--- config.mk ---
export PLATFORM = sky130hd
export DESIGN_NAME = training_sync
export DESIGN_NICKNAME = d
export VERILOG_FILES = /design/src/rtl/training_sync.sv
export SDC_FILE = /design/constraint.sdc
export NUM_CORES = 1
export LEC_CHECK = 0
export ABC_AREA = 1
export BUFFER_PORTS_ARGS = -buffer_cell sky130_fd_sc_hd__clkbuf_2
export CAP_MARGIN = 10
export CORE_AREA = 2 2 141 143
export DETAILED_ROUTE_END_ITERATION = 16
export DIE_AREA = 0 0 143 145
export PLACE_DENSITY = 0.48
export SLEW_MARGIN = 20
export SYNTH_ARGS = -nofsm -noshare
export SYNTH_HDL_FRONTEND = slang
export SYNTH_SLANG_ARGS = --single-unit
--- constraint.sdc ---
create_clock -name clk -period 10.4 [get_ports clk]
set_clock_uncertainty 0.15 [all_clocks]
set_input_delay 0 -clock clk [delete_from_list [all_inputs] [get_ports clk]]
set_output_delay 0 -clock clk [all_outputs]
set_load 0.005 [all_outputs]
--- src/rtl/training_sync.sv ---
// training_sync: measures preamble periods on the training line, checks each
// period against the first, and recovers the generator's clk_div from the average.
module training_sync #(
    parameter int unsigned PREAMBLE_COUNT = 8,
    parameter int unsigned DIV_WIDTH      = 8,
    parameter int unsigned TOL_SHIFT      = 2,
    parameter int unsigned TIMEOUT_WIDTH  = 16
) (
    input  logic                     clk,
    input  logic                     rst_n,
    input  logic                     start,
    input  logic                     enable,
    input  logic                     training,
    input  logic [TIMEOUT_WIDTH-1:0] timeout_cycles,
    output logic [DIV_WIDTH-1:0]     clk_div,
    output logic                     done,
    output logic                     locked,
    output logic [1:0]               err_code,
    output logic                     busy
);

    localparam int unsigned LogN = $clog2(PREAMBLE_COUNT);
    localparam int unsigned PerW = DIV_WIDTH + 1;
    localparam int unsigned SumW = PerW + LogN;

    localparam logic [1:0] ErrOk  = 2'b00;
    localparam logic [1:0] ErrTol = 2'b01;
    localparam logic [1:0] ErrOvf = 2'b10;
    localparam logic [1:0] ErrTmo = 2'b11;

    typedef enum logic [1:0] {StIdle, StWaitEdge, StMeasure} state_e;

    state_e                   state_q;
    logic                     prev_q;
    logic [PerW-1:0]          pc_q;
    logic [PerW-1:0]          ref_q;
    logic [LogN-1:0]          idx_q;
    logic [SumW-1:0]          sum_q;
    logic [TIMEOUT_WIDTH-1:0] timer_q;

    logic                 fall;
    logic [PerW-1:0]      period;
    logic [PerW-1:0]      ref_v;
    logic [PerW-1:0]      diff;
    logic                 tol_err;
    logic                 last_period;
    logic [SumW-1:0]      sum_next;
    logic [PerW-1:0]      avg;
    logic [DIV_WIDTH-1:0] half;
    logic [DIV_WIDTH-1:0] div_new;
    logic                 tmo;

    // Period arithmetic, tolerance test, divider recovery and watchdog compare.
    always_comb begin
        fall        = enable & prev_q & ~training;
        period      = pc_q + 1'b1;
        // The first accepted period becomes the reference for itself and the rest.
        ref_v       = (idx_q == '0) ? period : ref_q;
        diff        = (period >= ref_v) ? (period - ref_v) : (ref_v - period);
        tol_err     = diff > (ref_v >> TOL_SHIFT);
        last_period = idx_q == LogN'(PREAMBLE_COUNT - 1);
        sum_next    = sum_q + SumW'(period);
        avg         = PerW'(sum_next >> LogN);
        half        = DIV_WIDTH'(avg >> 1);
        div_new     = (half == '0) ? '0 : (half - 1'b1);
        tmo         = (timeout_cycles != '0) && (timer_q == (timeout_cycles - 1'b1));
    end

    // Acquisition FSM with registered outputs.
    always_ff @(posedge clk or negedge rst_n) begin
        if (!rst_n) begin
            state_q  <= StIdle;
            prev_q   <= 1'b0;
            pc_q     <= '0;
            ref_q    <= '0;
            idx_q    <= '0;
            sum_q    <= '0;
            timer_q  <= '0;
            clk_div  <= '0;
            done     <= 1'b0;
            locked   <= 1'b0;
            err_code <= ErrOk;
            busy     <= 1'b0;
        end else begin
            done <= 1'b0;
            if (enable) begin
                prev_q <= training;
            end
            unique case (state_q)
                StIdle: begin
                    if (start) begin
                        state_q  <= StWaitEdge;
                        busy     <= 1'b1;
                        locked   <= 1'b0;
                        err_code <= ErrOk;
                        timer_q  <= '0;
                        pc_q     <= '0;
                        idx_q    <= '0;
                        sum_q    <= '0;
                    end
                end
                StWaitEdge: begin
                    timer_q <= timer_q + 1'b1;
                    if (tmo) begin
                        state_q  <= StIdle;
                        done     <= 1'b1;
                        busy     <= 1'b0;
                        err_code <= ErrTmo;
                    end else if (fall) begin
                        pc_q    <= '0;
                        state_q <= StMeasure;
                    end
                end
                StMeasure: begin
                    timer_q <= timer_q + 1'b1;
                    if (fall) begin
                        pc_q <= '0;
                        if (tol_err) begin
                            state_q  <= StIdle;
                            done     <= 1'b1;
                            busy     <= 1'b0;
                            err_code <= ErrTol;
                        end else begin
                            sum_q <= sum_next;
                            idx_q <= idx_q + 1'b1;
                            if (idx_q == '0) begin
                                ref_q <= period;
                            end
                            if (last_period) begin
                                state_q  <= StIdle;
                                done     <= 1'b1;
                                busy     <= 1'b0;
                                err_code <= ErrOk;
                                clk_div  <= div_new;
                                locked   <= 1'b1;
                            end else if (tmo) begin
                                state_q  <= StIdle;
                                done     <= 1'b1;
                                busy     <= 1'b0;
                                err_code <= ErrTmo;
                            end
                        end
                    end else if (enable && (pc_q == '1)) begin
                        state_q  <= StIdle;
                        done     <= 1'b1;
                        busy     <= 1'b0;
                        err_code <= ErrOvf;
                    end else begin
                        if (enable) begin
                            pc_q <= pc_q + 1'b1;
                        end
                        if (tmo) begin
                            state_q  <= StIdle;
                            done     <= 1'b1;
                            busy     <= 1'b0;
                            err_code <= ErrTmo;
                        end
                    end
                end
                default: state_q <= StIdle;
            endcase
        end
    end

endmodule

; After elaboration in Yosys (flattened, before gate mapping)
; Index checks and enable logic that the tools add are counted.
[word_totals]
ff_bits = 65
input_bits = 21
output_inout_bits = 13
wordCells = 112
[classes]
addsub = 8
n_lt_le_gt_ge = 2
eq_ne = 14
n_mux = 54
bitwise = 4
n_reduce_logical = 18
[op_table]
columns = cell, n
row1 = two-way mux 9 bit, 8
row2 = two-way mux 12 bit, 3
row3 = case mux 16 bit (2 select lines), 1
row4 = two-way mux 2 bit, 14
row5 = case mux 9 bit (3 select lines), 1
row6 = case mux 12 bit (2 select lines), 1
row7 = subtractor 9 bit, 2
row8 = "adder 16 x 1 -> 16 bit, second input constant", 1
row9 = equality test 16 bit, 1
row10 = two-way mux 16 bit, 1
row11 = nonzero test 16 bit, 1
row12 = "subtractor 16 x 1 -> 16 bit, second input constant", 1
row13 = two-way mux 1 bit, 15
row14 = adder 12 x 9 -> 12 bit, 1
row15 = "!= test 2 bit, second input constant", 6
row16 = case mux 2 bit (3 select lines), 2
row17 = "adder 9 x 1 -> 9 bit, second input constant", 1
row18 = "equality test 9 bit, second input constant", 1
row19 = greater-or-equal comparator 9 bit, 1
row20 = > comparator 9 x 7 -> 1 bit, 1
row21 = two-way mux 3 bit, 3
row22 = "!= test 3 bit, second input constant", 3
row23 = logical NOT 8 bit, 1
row24 = two-way mux 8 bit, 1
row25 = other kinds (21), 29

; Depth between registers and ports, before layout
; Gate-level depths: netlist of run 1.
[depth]
word_depth = 8
ltp_mapped = 39
mapped_depth_nobuf = 36

; Worst setup path after synthesis of run 1
; Ideal clock, no wire load.
[synth_path]
path_kind = flip-flop to flip-flop
start = register idx_q[0]
end = register ref_q[1]
setup_ns = 0.074
arrival_time_ns = 4.375
t_required_ns = 10.176
setup_slack_ns = 5.801
stages_incl_launch_ff = 38
n_path_buf = 4
period_less_slack_ns = 4.599
cell_sequence = dfrtp_1 inv_1 ha_1 inv_1 nor2_4 inv_1 buf_2 o21ai_0 inv_1 ha_1 buf_2 nand2_1 o21a_1 nor2_1 nand3_2 nand2_1 nand2_2 nand2_1 [2 not listed] buf_6 nand2_1 o21ai_0 xor2_1 inv_1 ha_1 a21oi_1 o21ai_0 a21oi_1 nand2_1 nand3b_1 nand2_2 nand2_4 nand2_4 nor2_8 buf_6 nand2_1 o21ai_2
[synth_between]
elab_chain_len = 7
elab_cells_between_ends = 9
cone_classes = add/sub: 2 / order compare: 2 / mux: 2 / bitwise: 1 / reduce/logical: 2
[synth_rtl]
columns = item, line
row1 = from (decl), 37  ; logic [LogN-1:0] idx_q;
row2 = from (signal assigned), 125  ; idx_q <= idx_q + 1'b1;
row3 = logical NOT 3 bit *, 58  ; ref_v = (idx_q == '0) ? period : ref_q;
row4 = two-way mux 9 bit *, n/a
row5 = named net ref_v[2], 43  ; logic [PerW-1:0] ref_v;
row6 = subtractor 9 bit / greater-or-equal comparator 9 bit (equally long branches), 59  ; diff = (period >= ref_v) ? (period - ref_v) : (ref_v - period);
row7 = two-way mux 9 bit, 59
row8 = > comparator 9 x 7 -> 1 bit *, 60  ; tol_err = diff > (ref_v >> TOL_SHIFT);
row9 = inverter 1 bit (no source line) *, n/a
row10 = AND reduction 3 bit (no source line) *, n/a
row11 = to (signal assigned), 127  ; ref_q <= period;
row12 = to (decl), 36  ; logic [PerW-1:0] ref_q;
; Mark *: on every way through the listed nets, which the timed path passes. The rest lies on a longest branch.
; A chain may end at the register's enable or synchronous reset.

; Worst setup path in the final report of run 1
[layout_path]
start = register pc_q[0]
end = register clk_div[3]
[layout_between]
elab_chain_len = 7
elab_cells_between_ends = 13
cone_classes = add/sub: 5 / order compare: 2 / mux: 3 / bitwise: 1 / reduce/logical: 2
[layout_rtl]
columns = item, line
row1 = from (decl), 35  ; logic [PerW-1:0] pc_q;
row2 = from (signal assigned), 150  ; pc_q <= pc_q + 1'b1;
row3 = adder 9 x 1 -> 9 bit *, 56  ; period = pc_q + 1'b1;
row4 = two-way mux 9 bit *, n/a
row5 = named net ref_v[2], 43
row6 = subtractor 9 bit / greater-or-equal comparator 9 bit (equally long branches), 59
row7 = two-way mux 9 bit, 59
row8 = > comparator 9 x 7 -> 1 bit *, 60
row9 = inverter 1 bit (no source line) *, n/a
row10 = AND reduction 4 bit (no source line) *, n/a
row11 = to (signal assigned), 134  ; clk_div <= div_new;
row12 = to (decl), 15  ; output logic [DIV_WIDTH-1:0] clk_div,
; Marked as above.

==> metrics, run 1 <==
Post-synth EDFFs 0; cell count after synthesis approximately 840; period utilization 0.522; total gr overflow 0; Yosys cell types 49; Residual DRC 0; fmax around 180 MHz; CP Launch Point pc_q[0]; Yosys reg bits 65; vias in the first global route 4976; Area contributors post-synth dfrtp_1 (29%), nand2_1 (15%), inv_1 (8.4%), ha_1 (7.5%), nand3_1 (5.8%); Initial Utilization 0.297; ys flop type dfrtp_1; CP Max Fanout 19; CTS H-tree depth 3; Slew @ Worst Pin about 0.86 ns; Clock Tree Root clkbuf_16; routed via count 5245; Final nets 942; total number of yosys warnings 0; initial antenna violation count 0; core area 19200 µm²; CP max stage delay 0.43 ns; slew margin rel. 0.428; CP Data Required Time 10.47 ns; clk buf depth 2; most used cell, CP nand2_1; CTS tree built; Startpoint Class flip-flop; Critical Path End Type flip-flop; Tmin final approximately 5.4 ns; min-delay src enable; Crit Path Class flip-flop to flip-flop; Hold Path Class primary input to flip-flop; first-pass GRT wire length 24800 µm; final hold violations 0; # port buffers 33; Peak VDD IR ~140 µV; most numerous cell in the Yosys netlist nand2_1; FP Rows 51; Pleak 0.00338 µW; pwr dens 270 nW/µm²; RSZ-0062 raised after global routing false; outcome finished clean; first drt pass iteration count 5; Max Slew Vio Count 0; total power 1750 µW; synthesis-to-layout area growth 13.6%; critical path's top delay family simple AND/OR/NAND/NOR gates; Skew-Pair Late Insertion Delay approximately 0.34 ns; DRT Wirelength 14600 µm; leading area contributor after synthesis dfrtp_1; vias per cell 4.55; layout cells sized above 1 0.116; IO Pins 34; ant diodes 0; chip width 143 µm; Setup Fix Bufs, Post-CTS 0; Reg clk slew, reported paths 0.06 ns; Detailed Place HPWL approximately 12000 µm; Final setup viols 0; Filler Cells Inserted 2100; post-cts resize count 0; Total GRT Usage 0.149; Worst Path Buf+Inv 5; total CTS buffers 9; DR WL/cell 12.7 µm; Iter 0 DRT Violations 298; setup_tns 0 ns; post-route ant nets 0; DP Worst Slack between 4 and 5 ns; setup ws final 4.98 ns; RD Place Congestion 0.831; Async S/R FF share, synth 1.00; R2R Path Start pc_q[0]; Post-synth top cells nand2_1 (233), inv_1 (128), nand3_1 (66); Post-DP Area 6150 µm²; Seq/Total Area, Yosys 0.285; Design Area, Final around 6500 µm²; full die area a little over 20000 µm²; syn nets 902; Synth Cell Area 5700 µm²; die height 145 µm; CTS Sinks 65; post-synth top area share 0.285; max-cap viol count 0; Avg Inst Size Synth 6.75 µm²; Crit-path slowest cell dfrtp_1; CP arrival ~5.5 ns; largest net degree at the start of global routing 66
routing by layer:
layer / global-route usage / share of wire
met5: 0 / 0
met1: 0.221 / 0.54
met3: 0.0155 / 0.016
met2: 0.225 / 0.43
met4: 0.0480 / 0.014
logic make-up after synthesis:
kind of cell    Yosys count  share of synthesized area
buf+inv                 145                     0.0992
compound gates          116                      0.117
simple gates            444                      0.355
flops                    65                      0.285
xor+xnor                 36                     0.0567
fa+ha+maj                37                     0.0852
mux                       1                    0.00176
worst reg2reg max path: cells and delay by family (launching register included):
kind	cells	cell delay, ns
AOI/OAI and AO/OA	4	0.82
adders and majority gates	3	0.95
xor gates and xnor gates	1	0.17
DFF	1	0.43
and+or+nand+nor	18	2.31
buffers and inverters	5	0.45
repair_timing:
action / in CTS / in global routing
hold buffers: 5 / 0
endpoints found under the setup margin: 0 / 0
hold endpoints to repair: 68 / 0
report_power, final:
part	internal [µW]	leakage [µW]	switching [µW]
sequential	289	0.000886	31.1
combinational	397	0.00237	749
clock	161	0.000128	120
total	847	0.00338	901
final timing paths:
kind                                   end  slack, ns  cells after the start
worst max-delay path            clk_div[3]       4.98                     31
worst min-delay path                  done       0.15                      5
worst max register to register  clk_div[3]       4.98                     31
worst min register to register  clk_div[4]       0.32                      2
max in group asynchronous       timer_q[6]       9.37                      2
min in group asynchronous         ref_q[1]       0.16                      2
metrics by stage:
step	util	instances	hold slack, ns
6_report	0.337	1154	0.147
5_1_grt	0.337	1154	0.194
4_1_cts	0.337	1154	0.135
3_5_place_dp	0.320	1133	0.0262
3_3_place_gp	0.320	1133	0.0198
2_1_floorplan	-	844	-0.446
placed cells by master, fill, tap and decap left out, types with 2 or more instances in the layout:
cell and count:
clkinv_2 3, dlygate4sd3_1 5, nand3_2 4, clkbuf_16 9, or2_2 10, nor3_1 19, nor3b_1 2, nand2_2 13
fa_1 3, xor2_1 28, clkbuf_2 32, nand3b_1 2, ha_1 34, inv_2 4, nor2_4 3, o21ai_1 17
nor2_1 59, o21bai_1 5, nand2_4 3, inv_1 128, xnor2_1 7, dfrtp_1 65, nand2_1 233, nand3_1 66
a21oi_1 27, o21ai_0 39, nor2_2 5, o21a_1 11, buf_4 4, a31oi_1 8, o21ai_2 2, nand4_1 18
clkinvlp_4 3
layout make-up:
cell class	count	area, µm²	share of cell area
tap	265	332	0.0512
clock buffer	9	225	0.0348
sequential	65	1630	0.251
clock inverter	7	46.3	0.00715
inverter	133	499	0.0771
timing repair buffer	41	240	0.0371
multi-input combinational	634	3510	0.541
flip-flops by register name, indices dropped and copies added, names as in the netlist, 2 cells and up:
register / cells
clk_div: 8
err_code: 2
idx_q: 3
pc_q: 9
ref_q: 9
state_q: 2
sum_q: 12
timer_q: 16
Power figures use the tool's default switching activity.
==> run 2: changes to the inputs <==
Settings changed: ABC_AREA 1 to 0, CORE_AREA 2 2 141 143 to 2 2 147 149, DIE_AREA 0 0 143 145 to 0 0 149 151, PLACE_DENSITY 0.48 to 0.49.
Clock period 10.4 ns to 4.7 ns, I/O delays scaled along.
==> run 2 against run 1 <==
The flow now finishes with violations (setup timing); die area is 8.5% higher; combinational power grew to 3.1 times the previous value; fmax increased by 6.2%; routed wire length increased by 24%; count of clock-buffer cells in the layout is 1 higher; total power increased to 2.8 times the previous value; area after synthesis rose by 8.1%; first-iteration DRC count shrank 3.7%; setup slack worse by 5.4 ns; hold slack lost 0.044 ns; critical endpoint is now busy.
==> metrics, run 2 <==
max FFs per register 16 (unchanged); Slew @ Worst Pin 0.916 ns (was 0.858 ns); initial antenna violation count 0 (unchanged); Post-DP Area 7320 µm² (was 6150 µm²); violated checks setup timing; Total GRT Usage 0.161 (was 0.149); total CTS buffers 9 (unchanged); leading area contributor after synthesis dfrtp_1 (unchanged); Max Slew Vio Count 0 (unchanged); setup_tns -11.68 ns (was 0 ns); fmax 196 MHz (was 184 MHz); period utilization 1.09 (was 0.522); Peak VDD IR 485 µV (was 138 µV); Post-synth EDFFs 0 (unchanged); cell count after synthesis 721 (was 844); IO Pins 34 (unchanged); first drt pass iteration count 5 (unchanged); Crit Path Class flip-flop to flip-flop (unchanged); synthesis-to-layout area growth 35.8% (was 13.6%); clk buf depth 2 (unchanged); most numerous cell in the Yosys netlist dfrtp_1 (was nand2_1); layout cells sized above 1 0.333 (was 0.116); vias in the first global route 5612 (was 4976); Crit-path slowest cell dfrtp_1 (unchanged); Avg Inst Size Synth 8.54 µm² (was 6.75 µm²); max-cap viol count 0 (unchanged); Startpoint Class flip-flop (unchanged); die height 151 µm (was 145 µm); pwr dens 592 nW/µm² (was 270 nW/µm²); first-pass GRT wire length 28900 µm (was 24800 µm); # port buffers 33 (unchanged); Synth Cell Area 6160 µm² (was 5700 µm²); Filler Cells Inserted 2080 (was 2100); syn nets 779 (was 902); CP Max Fanout 8 (was 19); post-synth top area share 0.264 (was 0.285); Tmin final 5.11 ns (was 5.42 ns); DP Worst Slack -0.741 ns (was 4.91 ns); total gr overflow 0 (unchanged); largest net degree at the start of global routing 66 (unchanged); Hold Path Class primary input to flip-flop (unchanged); CP max stage delay 0.42 ns (was 0.43 ns); flip-flop and latch area 1630 µm² (unchanged); slew margin rel. 0.389 (was 0.428); Post-synth top cells dfrtp_1 (65), nand2_1 (56), nor2_1 (47) (was nand2_1 (233), inv_1 (128), nand3_1 (66)); RD Place Congestion 0.854 (was 0.831); Design Area, Final 8360 µm² (was 6470 µm²); CP Data Required Time 4.78 ns (was 10.47 ns); CP arrival 5.18 ns (was 5.50 ns); RSZ-0062 raised after global routing true (was false); routed via count 5868 (was 5245); Initial Utilization 0.296 (was 0.297); ant diodes 0 (unchanged); FP Rows 53 (was 51); outcome complete, but fails checks (was finished clean); Async S/R FF share, synth 1.00 (unchanged); chip width 149 µm (was 143 µm); area of the multi-input gates 4760 µm² (was 3510 µm²); largest reg by FF count timer_q (unchanged); Detailed Place HPWL 13200 µm (was 11500 µm); DRT Wirelength 18100 µm (was 14600 µm); total power 4950 µW (was 1750 µW); fin cells 1133 (was 1154); ys flop type dfrtp_1 (unchanged); most used cell, CP ha_4 (was nand2_1); post-route ant nets 0 (unchanged); Seq/Total Area, Yosys 0.264 (was 0.285); CTS tree built (unchanged); Residual DRC 0 (unchanged); full die area 22500 µm² (was 20700 µm²); Final setup viols 38 (was 0); final hold violations 0 (unchanged); CTS Sinks 65 (unchanged); DR WL/cell 16.0 µm (was 12.7 µm); Skew-Pair Late Insertion Delay 0.33 ns (was 0.34 ns); vias per cell 5.18 (was 4.55); Clock Tree Root clkbuf_16 (unchanged); Reg clk slew, reported paths 0.06 ns (about the same); core area 20800 µm² (was 19200 µm²); most frequent cells in the layout buf_4 (107), dfrtp_1 (65), nand2_1 (53) (was nand2_1 (233), inv_1 (128), nand3_1 (66)); total number of yosys warnings 0 (unchanged); Iter 0 DRT Violations 287 (was 298); setup ws final -0.406 ns (was 4.98 ns); Yosys reg bits 65 (unchanged); Critical Path End Type flip-flop (unchanged); most common cell after layout, fill and taps aside buf_4 (was nand2_1); Final nets 912 (was 942); Cells after DPL 1093 (was 1133); Yosys cell types 97 (was 49); CTS H-tree depth 3 (unchanged); Top Registers timer_q (16), sum_q (12) (unchanged); Area contributors post-synth dfrtp_1 (26%), ha_1 (6.9%), xnor2_1 (4.7%), o21ai_0 (3.7%), mux2i_1 (3.4%) (was dfrtp_1 (29%), nand2_1 (15%), inv_1 (8.4%), ha_1 (7.5%), nand3_1 (5.8%)); Pleak 0.00367 µW (was 0.00338 µW)
-- run 2: critical path, delay by kind of cell (launching register included) --
family	cells	cell delay [ns]
AOI/OAI and AO/OA	8	1.04
adders and majority gates	4	1.06
DFF	1	0.42
buffers and inverters	3	0.42
muxes	2	0.40
and+or+nand+nor	9	1.35
xor gates and xnor gates	1	0.16
-- run 2: stage by stage --
step | hold WS (ns) | util
after floorplan | -0.446 | -
after global placement | 0.0346 | 0.351
after detailed placement | 0.0349 | 0.351
after CTS | 0.0663 | 0.380
after global routing | 0.121 | 0.402
final | 0.103 | 0.402
-- run 2: path summary, 6_finish.rpt --
| check | slack, ns | endpoint | cells past startpoint | start |
|---|---|---|---|---|
| max | -0.41 | busy | 27 | pc_q[1] |
| min | 0.10 | err_code[1] | 4 | enable |
| max reg2reg | -0.41 | busy | 27 | pc_q[1] |
| min reg2reg | 0.33 | busy | 1 | busy |
| max in group asynchronous | 3.60 | timer_q[15] | 2 | rst_n |
| min in group asynchronous | 0.17 | clk_div[7] | 2 | rst_n |
-- run 2: layout make-up --
cell class                      instances  area share
Clock inverter                          5     0.00943
Sequential cell                        65       0.194
Tap cell                              275      0.0411
Clock buffer                           10      0.0286
Timing Repair Buffer                  156       0.139
Multi-Input combinational cell        581       0.569
Inverter                               41      0.0184
-- run 2: report_power, final --
group	switching, µW	internal, µW	total (µW)
registers	55.1	607	662
logic	1800	1760	3550
clock network	260	476	736
-- run 2: kinds of logic (layout without fill, tap and decap cells) --
kind of cell / Yosys count / after routing / synth area share
AOI/OAI and AO/OA: 198 / 198 / 0.236
and+or+nand+nor: 254 / 254 / 0.222
adders and majority gates: 37 / 37 / 0.0788
xor gates and xnor gates: 56 / 56 / 0.0843
muxes: 36 / 36 / 0.0626
buffers and inverters: 75 / 212 / 0.0518
DFF: 65 / 65 / 0.264
-- run 2: timing repair --
action,in CTS,in global routing
setup endpoints to repair,39,39
gates resized for setup,40,66
setup buffers,8,16
hold buffers,4,0
pin swaps,21,40
endpoints found under the hold margin,71,0
-- run 2: layer usage --
| layer | track usage | wire [µm] |
|---|---|---|
| met3 | 0.0223 | 567 |
| met5 | 0 | 0 |
| met1 | 0.214 | 8540 |
| met4 | 0.0300 | 165 |
| met2 | 0.280 | 8820 |
==> run 3: changes to the inputs <==
Settings changed: CORE_AREA 2 2 147 149 to 2 2 164 134, CTS_CLUSTER_DIAMETER set to 120, DIE_AREA 0 0 149 151 to 0 0 166 136.
==> run 3 against run 2 <==
The run still ends with setup timing left; highest routed layer unchanged; die area grew 0.34%; via count down 2.0%; fmax increased by 0.26%; hold slack got worse by 0.065 ns; cell area shrank 3.4%.
==> metrics, run 3 (synthesis results as in run 2) <==
Final setup viols 38 (unchanged); Max Slew Vio Count 0 (unchanged); die height 136 µm (was 151 µm); chip width 166 µm (was 149 µm); CP max stage delay 0.43 ns (was 0.42 ns); Critical Path End Type flip-flop (unchanged); Pleak 0.00363 µW (was 0.00367 µW); first drt pass iteration count 5 (unchanged); layout cells sized above 1 0.301 (was 0.333); synthesis-to-layout area growth 31.2% (was 35.8%); RD Place Congestion 0.851 (was 0.854); Total GRT Usage 0.163 (was 0.161); most common cell after layout, fill and taps aside buf_4 (unchanged); fmax 196 MHz (about the same); DRT Wirelength 18000 µm (was 18100 µm); Startpoint Class flip-flop (unchanged); Initial Utilization 0.292 (was 0.296); # port buffers 33 (unchanged); core area 21100 µm² (was 20800 µm²); max FFs per register 16 (unchanged); clk buf depth 2 (unchanged); post-route ant nets 0 (unchanged); largest reg by FF count timer_q (unchanged); Reg2Reg Setup Slack -0.39 ns (was -0.41 ns); most frequent cells in the layout buf_4 (104), dfrtp_1 (64), nand2_1 (54) (was buf_4 (107), dfrtp_1 (65), nand2_1 (53)); Reg clk slew, reported paths 0.06 ns (about the same); CP Max Fanout 8 (unchanged); setup_tns -10.83 ns (was -11.68 ns); max-cap viol count 0 (unchanged); violated checks setup timing (unchanged); setup ws final -0.393 ns (was -0.406 ns); DR WL/cell 16.0 µm (about the same); total power 4470 µW (was 4950 µW); Tmin final 5.09 ns (was 5.11 ns); final hold slack 0.0380 ns (was 0.103 ns); total CTS buffers 9 (unchanged); full die area 22600 µm² (was 22500 µm²); CP Depth 26 (was 27); critical path's top delay family compound AO/OA/AOI/OAI gates (was simple AND/OR/NAND/NOR gates); Skew-Pair Late Insertion Delay 0.33 ns (about the same); IO Pins 34 (unchanged); Design Area, Final 8080 µm² (was 8360 µm²); CTS H-tree depth 3 (unchanged); total gr overflow 0 (unchanged); largest net degree at the start of global routing 66 (unchanged); Worst Path Buf+Inv 2 (was 3); CP Data Required Time 4.82 ns (was 4.78 ns); Residual DRC 0 (unchanged); Clock Tree Root clkbuf_16 (unchanged); Final nets 904 (was 912); Peak VDD IR 443 µV (was 485 µV); Hold Path Class primary input to flip-flop (unchanged); Reg2Reg Depth 26 (was 27); Filler Cells Inserted 2114 (was 2080); first-pass GRT wire length 30000 µm (was 28900 µm); period utilization 1.08 (was 1.09); Post-DP Area 7320 µm² (unchanged); initial antenna violation count 0 (unchanged); pwr dens 553 nW/µm² (was 592 nW/µm²); Worst Hold Depth 4 (unchanged); Iter 0 DRT Violations 359 (was 287); DP Worst Slack -0.760 ns (was -0.741 ns); outcome complete, but fails checks (unchanged); slew margin rel. 0.398 (was 0.389); routed via count 5749 (was 5868); vias per cell 5.11 (was 5.18); Crit-path slowest cell a311oi_4 (was dfrtp_1); ant diodes 0 (unchanged); final hold violations 0 (unchanged); vias in the first global route 5620 (was 5612); RSZ-0062 raised after global routing true (unchanged); FP Rows 48 (was 53); Crit Path Class flip-flop to flip-flop (unchanged); CP arrival 5.21 ns (was 5.18 ns); Detailed Place HPWL 13700 µm (was 13200 µm); Slew @ Worst Pin 0.902 ns (was 0.916 ns); Top Registers timer_q (16), sum_q (12) (unchanged); CTS tree built (unchanged); CTS Sinks 65 (unchanged)
-- run 3: cell types whose count changed in the layout (fill, tap and decap cells not counted), sizes merged --
cell,change
clkbuf,+2
buf,-9
-- run 3: through the flow --
step | std cells | utilization
finish | 1126 | 0.383
floorplan | 721 | -
global placement | 1093 | 0.347
CTS | 1119 | 0.375
global route | 1126 | 0.383
detailed placement | 1093 | 0.347
-- run 3: worst reg2reg max path, delay by kind of cell (launching register included) --
kind / cells / cell delay [ns]
and+or+nand+nor: 9 / 1.30
AOI/OAI and AO/OA: 9 / 1.42
DFF: 1 / 0.40
muxes: 2 / 0.39
buffers and inverters: 2 / 0.30
adders and majority gates: 4 / 1.07
-- run 3: routing by layer --
metal  vias to the layer above  track usage  routed length, µm
li1                       2905            -                  -
met1                      2750        0.245               9660
met3                        11       0.0242                505
met5                         -            0                  0
met4                         0       0.0319                145
met2                        83        0.249               7730
-- run 3: path summary, 6_finish.rpt --
path,start,endpoint
worst max-delay path,pc_q[1],clk_div[0]
worst min-delay path,enable,err_code[1]
worst max register to register,pc_q[1],clk_div[0]
worst min register to register,busy,busy
max in group asynchronous,rst_n,pc_q[2]
min in group asynchronous,rst_n,ref_q[5]
-- run 3: report_power, final --
group	total, µW	switching [µW]	internal, µW	leakage [µW]
Sequential	653	46.6	607	0.000869
Combinational	3090	1660	1430	0.00261
Clock	722	258	465	0.000154
-- run 3: what timing repair did --
action | 4_1_cts | 5_1_grt
gates cloned | 0 | 1
endpoints found under the hold margin | 69 | 0
buffers inserted | 6 | 7
setup endpoints to repair | 39 | 39
resized for setup | 44 | 21
hold buffers | 4 | 0
pin swaps | 28 | 30
-- run 3: area by class of cell --
| class | instances | area, µm² | share of cell area |
|---|---|---|---|
| Clock buffer | 11 | 233 | 0.0288 |
| Sequential cell | 65 | 1630 | 0.201 |
| Multi-Input combinational cell | 581 | 4550 | 0.563 |
| Tap cell | 275 | 344 | 0.0426 |
| Timing Repair Buffer | 148 | 1100 | 0.136 |
| Inverter | 41 | 154 | 0.0190 |
| Clock inverter | 5 | 78.8 | 0.00975 |
